`src/rtl/regfile_wr_arbiter_pkg.sv`:
```
// Shared core definitions for the register-file write arbiter: data width
// default, register-file geometry and the controller state encoding.
package regfile_wr_arbiter_pkg;

    localparam int XLEN_DEFAULT = 32;
    localparam int NUM_REGS     = 32;
    localparam int REG_IDX_W    = $clog2(NUM_REGS);

    typedef enum logic [0:0] {
        IDLE  = 1'b0,
        SCRUB = 1'b1
    } state_e;

endpackage

```
`src/rtl/regfile_wr_arbiter_rr_arbiter.sv`:
```
// Round-robin grant: starting at the pointer, the first asserted request
// (wrapping around) wins. The grant is one-hot or all-zero.
module rr_arbiter #(
    parameter int NREQ  = 3,
    parameter int PTR_W = 2
) (
    input  logic [NREQ-1:0]  req_i,
    input  logic [PTR_W-1:0] pointer_i,
    output logic [NREQ-1:0]  grant_o
);

    logic found;
    int   idx;

    // Scan requesters in priority order beginning at the pointer.
    always_comb begin
        grant_o = '0;
        found   = 1'b0;
        idx     = 0;
        for (int off = 0; off < NREQ; off++) begin
            idx = (int'(pointer_i) + off) % NREQ;
            if (!found && req_i[idx]) begin
                grant_o[idx] = 1'b1;
                found        = 1'b1;
            end
        end
    end

endmodule

```
`src/rtl/regfile_wr_arbiter.sv`:
```
// Register-file write arbiter: picks one of NREQ writers per cycle in
// round-robin order and registers the winning write into a single output
// stage. A scrub sequence can take over the write port to zero x1..x31.
module regfile_wr_arbiter
    import regfile_wr_arbiter_pkg::*;
#(
    parameter int NREQ = 3,
    parameter int XLEN = XLEN_DEFAULT
) (
    input  logic                      clk,
    input  logic                      reset,
    input  logic [NREQ-1:0]           req_valid,
    input  logic [REG_IDX_W*NREQ-1:0] req_rd,
    input  logic [XLEN*NREQ-1:0]      req_data,
    output logic [NREQ-1:0]           req_ready,
    input  logic                      scrub_start,
    output logic                      scrub_busy,
    output logic                      rf_enable,
    output logic [REG_IDX_W-1:0]      rf_rd_select,
    output logic [XLEN-1:0]           rf_data_in,
    output logic [NUM_REGS-1:0]       pending_mask
);

    localparam int PTR_W = (NREQ > 1) ? $clog2(NREQ) : 1;

    state_e                 state_q, state_d;
    logic [PTR_W-1:0]       ptr_q, ptr_d;
    logic [REG_IDX_W-1:0]   cnt_q, cnt_d;
    logic                   en_q, en_d;
    logic [REG_IDX_W-1:0]   rd_q, rd_d;
    logic [XLEN-1:0]        data_q, data_d;

    logic [NREQ-1:0]        grant;
    logic                   accept_open;
    logic                   transfer;
    logic [REG_IDX_W-1:0]   sel_rd;
    logic [XLEN-1:0]        sel_data;
    logic [PTR_W-1:0]       sel_idx;

    rr_arbiter #(
        .NREQ  (NREQ),
        .PTR_W (PTR_W)
    ) u_rr_arbiter (
        .req_i     (req_valid),
        .pointer_i (ptr_q),
        .grant_o   (grant)
    );

    // Controller state register.
    always_ff @(posedge clk) begin
        if (!reset) begin
            state_q <= IDLE;
        end else begin
            state_q <= state_d;
        end
    end

    // Scrub leaves once the counter has wrapped past x31 back to zero.
    always_comb begin
        state_d = state_q;
        case (state_q)
            IDLE:    if (scrub_start) state_d = SCRUB;
            SCRUB:   if (cnt_q == '0) state_d = IDLE;
            default: state_d = IDLE;
        endcase
    end

    // Requesters are only served in IDLE, out of reset, and not while a scrub is being launched.
    always_comb begin
        accept_open = reset && (state_q == IDLE) && !scrub_start;
        req_ready   = accept_open ? grant : '0;
        scrub_busy  = (state_q == SCRUB);
    end

    assign transfer = |(req_valid & req_ready);

    // Pull index, destination and data of the granted requester.
    always_comb begin
        sel_rd   = '0;
        sel_data = '0;
        sel_idx  = '0;
        for (int i = 0; i < NREQ; i++) begin
            if (grant[i]) begin
                sel_rd   = req_rd[REG_IDX_W*i +: REG_IDX_W];
                sel_data = req_data[XLEN*i +: XLEN];
                sel_idx  = PTR_W'(i);
            end
        end
    end

    // Next values for pointer, scrub counter and output stage; x0 writes are swallowed.
    always_comb begin
        ptr_d  = ptr_q;
        cnt_d  = cnt_q;
        en_d   = 1'b0;
        rd_d   = '0;
        data_d = '0;
        case (state_q)
            IDLE: begin
                if (scrub_start) begin
                    en_d  = 1'b1;
                    rd_d  = REG_IDX_W'(1);
                    cnt_d = REG_IDX_W'(2);
                end else if (transfer) begin
                    ptr_d = (int'(sel_idx) == NREQ - 1) ? '0 : sel_idx + 1'b1;
                    if (sel_rd != '0) begin
                        en_d   = 1'b1;
                        rd_d   = sel_rd;
                        data_d = sel_data;
                    end
                end
            end
            SCRUB: begin
                if (cnt_q != '0) begin
                    en_d  = 1'b1;
                    rd_d  = cnt_q;
                    cnt_d = cnt_q + 1'b1;
                end
            end
            default: ;
        endcase
    end

    // Pointer, counter and output stage registers.
    always_ff @(posedge clk) begin
        if (!reset) begin
            ptr_q  <= '0;
            cnt_q  <= '0;
            en_q   <= 1'b0;
            rd_q   <= '0;
            data_q <= '0;
        end else begin
            ptr_q  <= ptr_d;
            cnt_q  <= cnt_d;
            en_q   <= en_d;
            rd_q   <= rd_d;
            data_q <= data_d;
        end
    end

    assign rf_enable    = en_q;
    assign rf_rd_select = rd_q;
    assign rf_data_in   = data_q;
    assign pending_mask = en_q ? ({{(NUM_REGS-1){1'b0}}, 1'b1} << rd_q) : '0;

endmodule

```
`config.mk`:
```
export PLATFORM = sky130hd
export DESIGN_NAME = regfile_wr_arbiter
export DESIGN_NICKNAME = d
export VERILOG_FILES = /design/src/rtl/regfile_wr_arbiter_pkg.sv /design/src/rtl/regfile_wr_arbiter_rr_arbiter.sv /design/src/rtl/regfile_wr_arbiter.sv
export SDC_FILE = /design/constraint.sdc
export NUM_CORES = 1
export LEC_CHECK = 0
export BUFFER_PORTS_ARGS = -buffer_cell sky130_fd_sc_hd__buf_4
export CORE_ASPECT_RATIO = 1.75
export CORE_MARGIN = 2
export CORE_UTILIZATION = 43
export DETAILED_ROUTE_END_ITERATION = 7
export HOLD_SLACK_MARGIN = 0.1
export PLACE_DENSITY_LB_ADDON = 0.1
export SYNTH_ARGS = -nofsm -noshare
export SYNTH_HDL_FRONTEND = slang
export SYNTH_SLANG_ARGS = --single-unit
```
`constraint.sdc`:
```
create_clock -name clk -period 3.76 [get_ports clk]
set_clock_uncertainty 0.2 [all_clocks]
set_input_delay 0.188 -clock clk [delete_from_list [all_inputs] [get_ports clk]]
set_output_delay 0.188 -clock clk [all_outputs]
set_load 0.03 [all_outputs]
```
==> impl_metrics.csv, run 1 <==
group,metric,value,unit
synth,ys_ff_latch,46,
timing,rsz0062_at_grt,"no",
clock_network,cts-htree-levels,2,
floorplan,initial_utilization,0.440,
floorplan,die_h,114,um
clock_network,post_cts_resized,0,
timing,fin_crit_sh,0.940,
critical_path,cpLargestDelayFamily,"compound AO/OA/AOI/OAI gates",
layout,layout.nets,702,
synth,synth_cell_types,41,
layout,area_growth,66.1,%
global_routing,grt_pass1_wl,17000,um
critical_path,critPathLaunchType,"register",
timing,finalSetupViolCount,0,
global_routing,gr-usage-all-layers,0.287,
clock_network,insertion_delay,0.29,ns
synth,syn_avg_cell_area,8.01,sq um
detailed_routing,wl_per_cell,16.7,um
flow_run,cap_viol_max_count,0,
detailed_routing,vias,3803,
clock_network,cts.sinks,46,
critical_path,crit_chain,"inv_1 > ha_1 > mux2i_1 > o22ai_2 > a21o_1 > nand2_1 > a221o_1 > a222oi_1 > buf_12 > a31oi_1",
layout,utilization,0.731,
critical_path,crit_buf_inv,2,
layout,regArea,921,sq um
floorplan,dieArea,0.00768,sq mm
detailed_routing,dr_wl_met2,6100,um
power,p_leak,0.00227,uW
critical_path,timing.rr.end,"rf_enable$_SDFF_PN0_",
power,switching_power,467,uW
layout,drive_gt1_frac,0.378,
synth,synth-seq-area-share,0.307,
timing,max-slew-margin-rel,0.630,
clock_network,post_cts_buffers,0,
detailed_routing,drtIter0Drc,208,
placement,dpl_cell_area,0.00449,sq mm
layout,multi_input_area,0.00189,sq mm
clock_network,cts_buffers,5,
floorplan,coreArea,0.00681,sq mm
placement,dp_hpwl,8450,um
critical_path,worst_path_max_delay_cell,"a222oi_1",
synth,ys.flop_type,"dfxtp_1",
detailed_routing,drc,0,
critical_path,ff2ff_setup_slack,0.23,ns
synth,synth_top_area_cell,"dfxtp_1",
critical_path,critPathLaunch,"ptr_q[1]$_SDFFE_PN0P_",
synth,syn_area,0.00300,sq mm
critical_path,endpoint,"rf_enable$_SDFF_PN0_",
global_routing,grt_pass1_vias,3712,
critical_path,critPathArrivalTime,3.48,ns
timing,hold_viol,0,
placement,gp_congestion,0.902,
global_routing,grt_start_max_net_pins,34,
timing,max_freq,283,MHz
placement,port_buffers,190,
detailed_routing,vias_per_cell,5.73,
power,ir_drop,0.205,mV
critical_path,crit_type,"register to register",
critical_path,worstRegToRegCells,10,
synth,synthTopCellsByArea,"dfxtp_1 31%, a221o_1 13%, o211ai_1 8.3%",
critical_path,cp_max_fo,33,
power,p_comb_frac,0.351,
clock_network,ctsHoldBuffers,34,
power,clockPowerShare,0.301,
layout,diodes,0,
timing,drv_slew,0,
detailed_routing,wl_met3,865,um
global_routing,grt.overflow.total,0,
global_routing,antenna_found_initial,0,
detailed_routing,dr.pass1.iters,5,
synth,synthCells,374,
power,p_sw_frac,0.312,
floorplan,ioPinCount,191,
synth,yosysWarnings,0,
layout,instances_no_fill,664,
floorplan,die_w,67.1,um
status,status,"complete, no violations",
power,intPower,1030,uW
worst_hold_path,hold_path.class,"input pin to register",
detailed_routing,drt_wl_total,11100,um
timing,tightestPinTransition,0.554,ns
timing,period_minus_slack,3.53,ns
critical_path,cpPeakStageDelay,0.51,ns
timing,fin_setup_tns,0,ns
power,powerDensity,300,mW/mm^2
clock_network,cts_tree,"built",
clock_network,cts_root_buffer,"clkbuf_16",
critical_path,endpoint_kind,"register",
critical_path,r2r-start,"ptr_q[1]$_SDFFE_PN0P_",
clock_network,clk_pin_slew,0.06,ns
synth,syn_nets,497,
detailed_routing,antenna_left,0,
clock_network,clockBufferDepth,2,
floorplan,core.rowCount,40,
synth,async_flop_share,0,
detailed_routing,top_layer_used,"met4",
layout,nFillCells,547,
power,seqPwrFrac,0.348,
layout,postLayoutCellArea,0.00498,sq mm
synth,synth.top_cell.area_share,0.307,
critical_path,worst-path-stages,10,
detailed_routing,drt-met1-wl,3650,um
synth,synth-edff-count,0,
placement,dp_cells,622,
critical_path,worstPathRequired,3.71,ns
[metal layers]
| layer | global-route usage | up-vias |
|---|---|---|
| met3 | 0.0639 | 40 |
| met2 | 0.540 | 181 |
| met5 | 0 | - |
| met4 | 0.143 | 0 |
| met1 | 0.280 | 1750 |
| li1 | - | 1832 |
[through the flow]
step | worst slack, ns | power [uW] | hold slack (ns)
after floorplan | 0.433 | 833 | 0.132
after global placement | 0.429 | 1020 | 0.274
after detailed placement | 0.275 | 1020 | 0.273
after CTS | 0.268 | 1490 | 0.113
after global routing | 0.00396 | 1560 | 0.144
final | 0.227 | 1500 | 0.113
[worst min-delay path, stage by stage]
cell      delay (ns)
buf_4           0.08
a221o_1         0.12
o211ai_1        0.07
a21oi_1         0.10
[flip-flops by register name (all words and copies together) (netlist names)]
signal and count:
rf_rd_select 5, scrub_busy 1, rf_data_in 32, rf_enable 1
cnt_q 5, ptr_q 2
[how the worst min path moves through the flow]
| stage | start | endpoint | slack [ns] | cells past startpoint |
|---|---|---|---|---|
| after floorplan | reset | cnt_q[2]$_SDFFE_PN0P_ | 0.13 | 2 |
| final | req_data[51] | rf_data_in[19]$_SDFF_PP0_ | 0.11 | 4 |
| after CTS | req_data[32] | rf_data_in[0]$_SDFF_PP0_ | 0.11 | 4 |
| after global routing | req_data[46] | rf_data_in[14]$_SDFF_PP0_ | 0.14 | 4 |
| after global placement | reset | cnt_q[3]$_SDFFE_PN0P_ | 0.27 | 3 |
| after detailed placement | reset | cnt_q[2]$_SDFFE_PN0P_ | 0.27 | 3 |
[synthesized netlist by cell type, drive strengths merged, types with 3 or more instances]
master / n
mux2i: 5
clkbuf: 35
o21a: 3
o21ai: 3
o211ai: 33
o22ai: 3
and3: 38
buf: 5
dfxtp: 46
a221o: 38
nand2: 14
nor2b: 5
inv: 7
a31oi: 3
ha: 6
nand3: 6
a21oi: 35
a32oi: 4
nor3: 8
nand2b: 18
nor2: 40
[cells by family (layout without fill, tap and decap cells)]
| family | after synthesis | after routing | share of synthesized area |
|---|---|---|---|
| simple gates | 138 | 138 | 0.243 |
| compound gates | 130 | 130 | 0.333 |
| buf+inv | 47 | 253 | 0.0693 |
| flops | 46 | 46 | 0.307 |
| fa+ha+maj | 6 | 6 | 0.0251 |
| mux | 5 | 5 | 0.0167 |
| xor+xnor | 2 | 2 | 0.00585 |
[cell usage in the layout (no fill, tap or decap), types with 2 or more instances in the layout]
cell type,count
o21ai_0,3
nor3b_1,2
nand4b_1,2
nand3_1,6
nand2_1,14
nor3_1,8
a32oi_1,4
nor2b_1,5
nand4_1,2
clkbuf_16,5
nand2b_1,17
xor2_1,2
a21oi_1,33
o21a_1,3
a221o_1,38
a31oi_1,2
o22ai_1,2
a21oi_2,2
buf_4,203
mux2i_1,5
ha_1,6
nor2_1,39
dfxtp_1,46
and3_1,38
o211ai_1,33
dlygate4sd3_1,34
inv_1,7
[power groups by stage]
stage / clock network, uW / registers [uW] / logic, uW
after floorplan: 0 / 556 / 277
after global placement: 0 / 531 / 484
after detailed placement: 0 / 531 / 491
after CTS: 452 / 520 / 520
after global routing: 470 / 523 / 564
final: 450 / 521 / 525
[area by class of cell]
cell class	instances	share of cell area
multi-input cells	281	0.380
flip-flops and latches	46	0.185
well taps	84	0.0211
clock inverters	1	0.00176
repair buffers	238	0.378
clock buffers	7	0.0287
inverters	7	0.00528
(Power assumes the default switching activity.)
==> run 2: changes to the inputs <==
Settings changed: CORE_MARGIN 2 to not set, CORE_UTILIZATION 43 to 42.
==> impl_metrics.csv, run 2 (synthesis results as in run 1) <==
group,metric,value,unit
status,status,"complete, no violations",
timing,period_minus_slack,3.51,ns
flow_run,cap_viol_max_count,0,
global_routing,antenna_found_initial,0,
timing,tightestPinTransition,0.657,ns
detailed_routing,vias_per_cell,5.74,
detailed_routing,wl_per_cell,16.5,um
placement,gp_congestion,0.962,
power,ir_drop,0.289,mV
layout,area_growth,65.6,%
clock_network,insertion_delay,0.29,ns
timing,fin_setup_tns,0,ns
detailed_routing,vias,3808,
clock_network,cts_buffers,5,
critical_path,endpoint_kind,"register",
floorplan,initial_utilization,0.437,
floorplan,die_h,114,um
global_routing,grt.overflow.total,0,
timing,drv_slew,0,
detailed_routing,drt_wl_total,11000,um
global_routing,grt_pass1_vias,3554,
clock_network,cts_tree,"built",
floorplan,core.rowCount,40,
timing,max-slew-margin-rel,0.561,
clock_network,cts-htree-levels,2,
global_routing,grt_start_max_net_pins,34,
layout,mostFrequentLayoutCell,"buf_4",
layout,layout.nets,701,
critical_path,crit_type,"register to register",
timing,rsz0062_at_grt,"no",
worst_hold_path,hp-start,"req_data[35]",
worst_hold_path,hold_path.class,"input pin to register",
power,p_leak,0.00226,uW
critical_path,critPathArrivalTime,3.47,ns
critical_path,worstRegToRegCells,11,
floorplan,die_w,65.9,um
clock_network,clk_pin_slew,0.06,ns
power,powerDensity,297,mW/mm^2
placement,dpl_cell_area,0.00446,sq mm
layout,postLayoutCellArea,0.00496,sq mm
clock_network,clockBufferDepth,2,
worst_hold_path,worstHoldEndpoint,"rf_data_in[3]$_SDFF_PP0_",
timing,hold_viol,0,
critical_path,r2r-start,"ptr_q[0]$_SDFFE_PN0P_",
critical_path,ff2ff_setup_slack,0.25,ns
clock_network,cts_root_buffer,"clkbuf_16",
placement,port_buffers,190,
worst_hold_path,whs_path_depth,4,
detailed_routing,drtIter0Drc,203,
global_routing,gr-usage-all-layers,0.291,
floorplan,coreArea,0.00686,sq mm
clock_network,post_cts_buffers,0,
layout,diodes,0,
placement,dp_hpwl,8140,um
critical_path,timing.rr.end,"rf_data_in[11]$_SDFF_PP0_",
timing,finalSetupViolCount,0,
floorplan,ioPinCount,191,
detailed_routing,antenna_left,0,
timing,max_freq,285,MHz
placement,dp_cells,620,
detailed_routing,drc,0,
layout,final_cell_mix,"200 x buf_4, 46 x dfxtp_1, 39 x nor2_1, 38 x a221o_1, 38 x and3_1",
global_routing,grt_pass1_wl,16800,um
layout,drive_gt1_frac,0.377,
critical_path,worstPathRequired,3.72,ns
layout,instances_no_fill,663,
timing,fin_crit_sh,0.933,
layout,largest_reg_flops,32,
critical_path,cp_max_fo,33,
detailed_routing,dr.pass1.iters,4,
clock_network,cts.sinks,46,
floorplan,dieArea,0.00749,sq mm
critical_path,critPathLaunchType,"register",
==> run 2: changes by cell type in the layout (fill, tap and decap cells not counted), sizes merged <==
cell / delta
buf: -2
clkbuf: -2
clkinv: +2
dlygate4sd3: +1
==> run 2: worst max-delay path, stage by stage (launching register included) <==
cell	delay, ns
dfxtp_1	0.38
inv_1	0.09
ha_1	0.42
nor3b_1	0.12
a32o_1	0.22
a221o_1	0.35
o21a_1	0.23
buf_4	0.21
a221o_1	0.33
a222oi_1	0.38
buf_6	0.32
a21oi_1	0.12
==> run 2: report_power, final <==
part	switching, uW	leakage [uW]	internal [uW]	total [uW]
combinational	266	0.00181	252	518
clock	190	0.0000740	246	436
sequential	16.5	0.000373	505	522
==> run 2: layout make-up <==
type / count / area, sq um
clock buffers: 5 / 125
clock inverters: 3 / 18.8
fillers: 549 / 1900
inverters: 7 / 26.3
multi-input cells: 281 / 1890
flip-flops and latches: 46 / 921
well taps: 84 / 105
repair buffers: 237 / 1870
==> run 2: per-stage QoR <==
| step | util | total power, uW | hold slack, ns | setup WS [ns] |
|---|---|---|---|---|
| 2_1_floorplan | - | 833 | 0.132 | 0.433 |
| 3_3_place_gp | 0.650 | 999 | 0.281 | 0.433 |
| 3_5_place_dp | 0.650 | 1010 | 0.287 | 0.236 |
| 4_1_cts | 0.722 | 1470 | 0.101 | 0.213 |
| 5_1_grt | 0.724 | 1530 | 0.129 | 0.0446 |
| 6_report | 0.724 | 1480 | 0.107 | 0.253 |
==> run 2: what timing repair did <==
action	in CTS	in global routing
endpoints found under the setup margin	0	33
endpoints found under the hold margin	37	0
hold buffers	35	0
gates resized for setup	0	2
==> run 2: how the worst max path moves through the flow <==
stage               slack (ns)             startpoint  depth (start not counted)                         to
finish                    0.25  ptr_q[0]$_SDFFE_PN0P_                         11  rf_data_in[11]$_SDFF_PP0_
CTS                       0.21  ptr_q[1]$_SDFFE_PN0P_                         11       rf_enable$_SDFF_PN0_
detailed placement        0.24  ptr_q[1]$_SDFFE_PN0P_                         11       rf_enable$_SDFF_PN0_
floorplan                 0.43  ptr_q[0]$_SDFFE_PN0P_                         12  rf_data_in[11]$_SDFF_PP0_
global route              0.04  ptr_q[1]$_SDFFE_PN0P_                         11       rf_enable$_SDFF_PN0_
global placement          0.43  ptr_q[1]$_SDFFE_PN0P_                         11       rf_enable$_SDFF_PN0_
==> run 2: metal layers <==
metal | routed length [um] | share of wire | track usage | up-vias
met2 | 5840 | 0.53 | 0.535 | 207
met3 | 865 | 0.079 | 0.0730 | 40
met5 | 0 | 0 | 0 | -
li1 | - | - | - | 1825
met1 | 3730 | 0.34 | 0.284 | 1736
met4 | 519 | 0.047 | 0.161 | 0
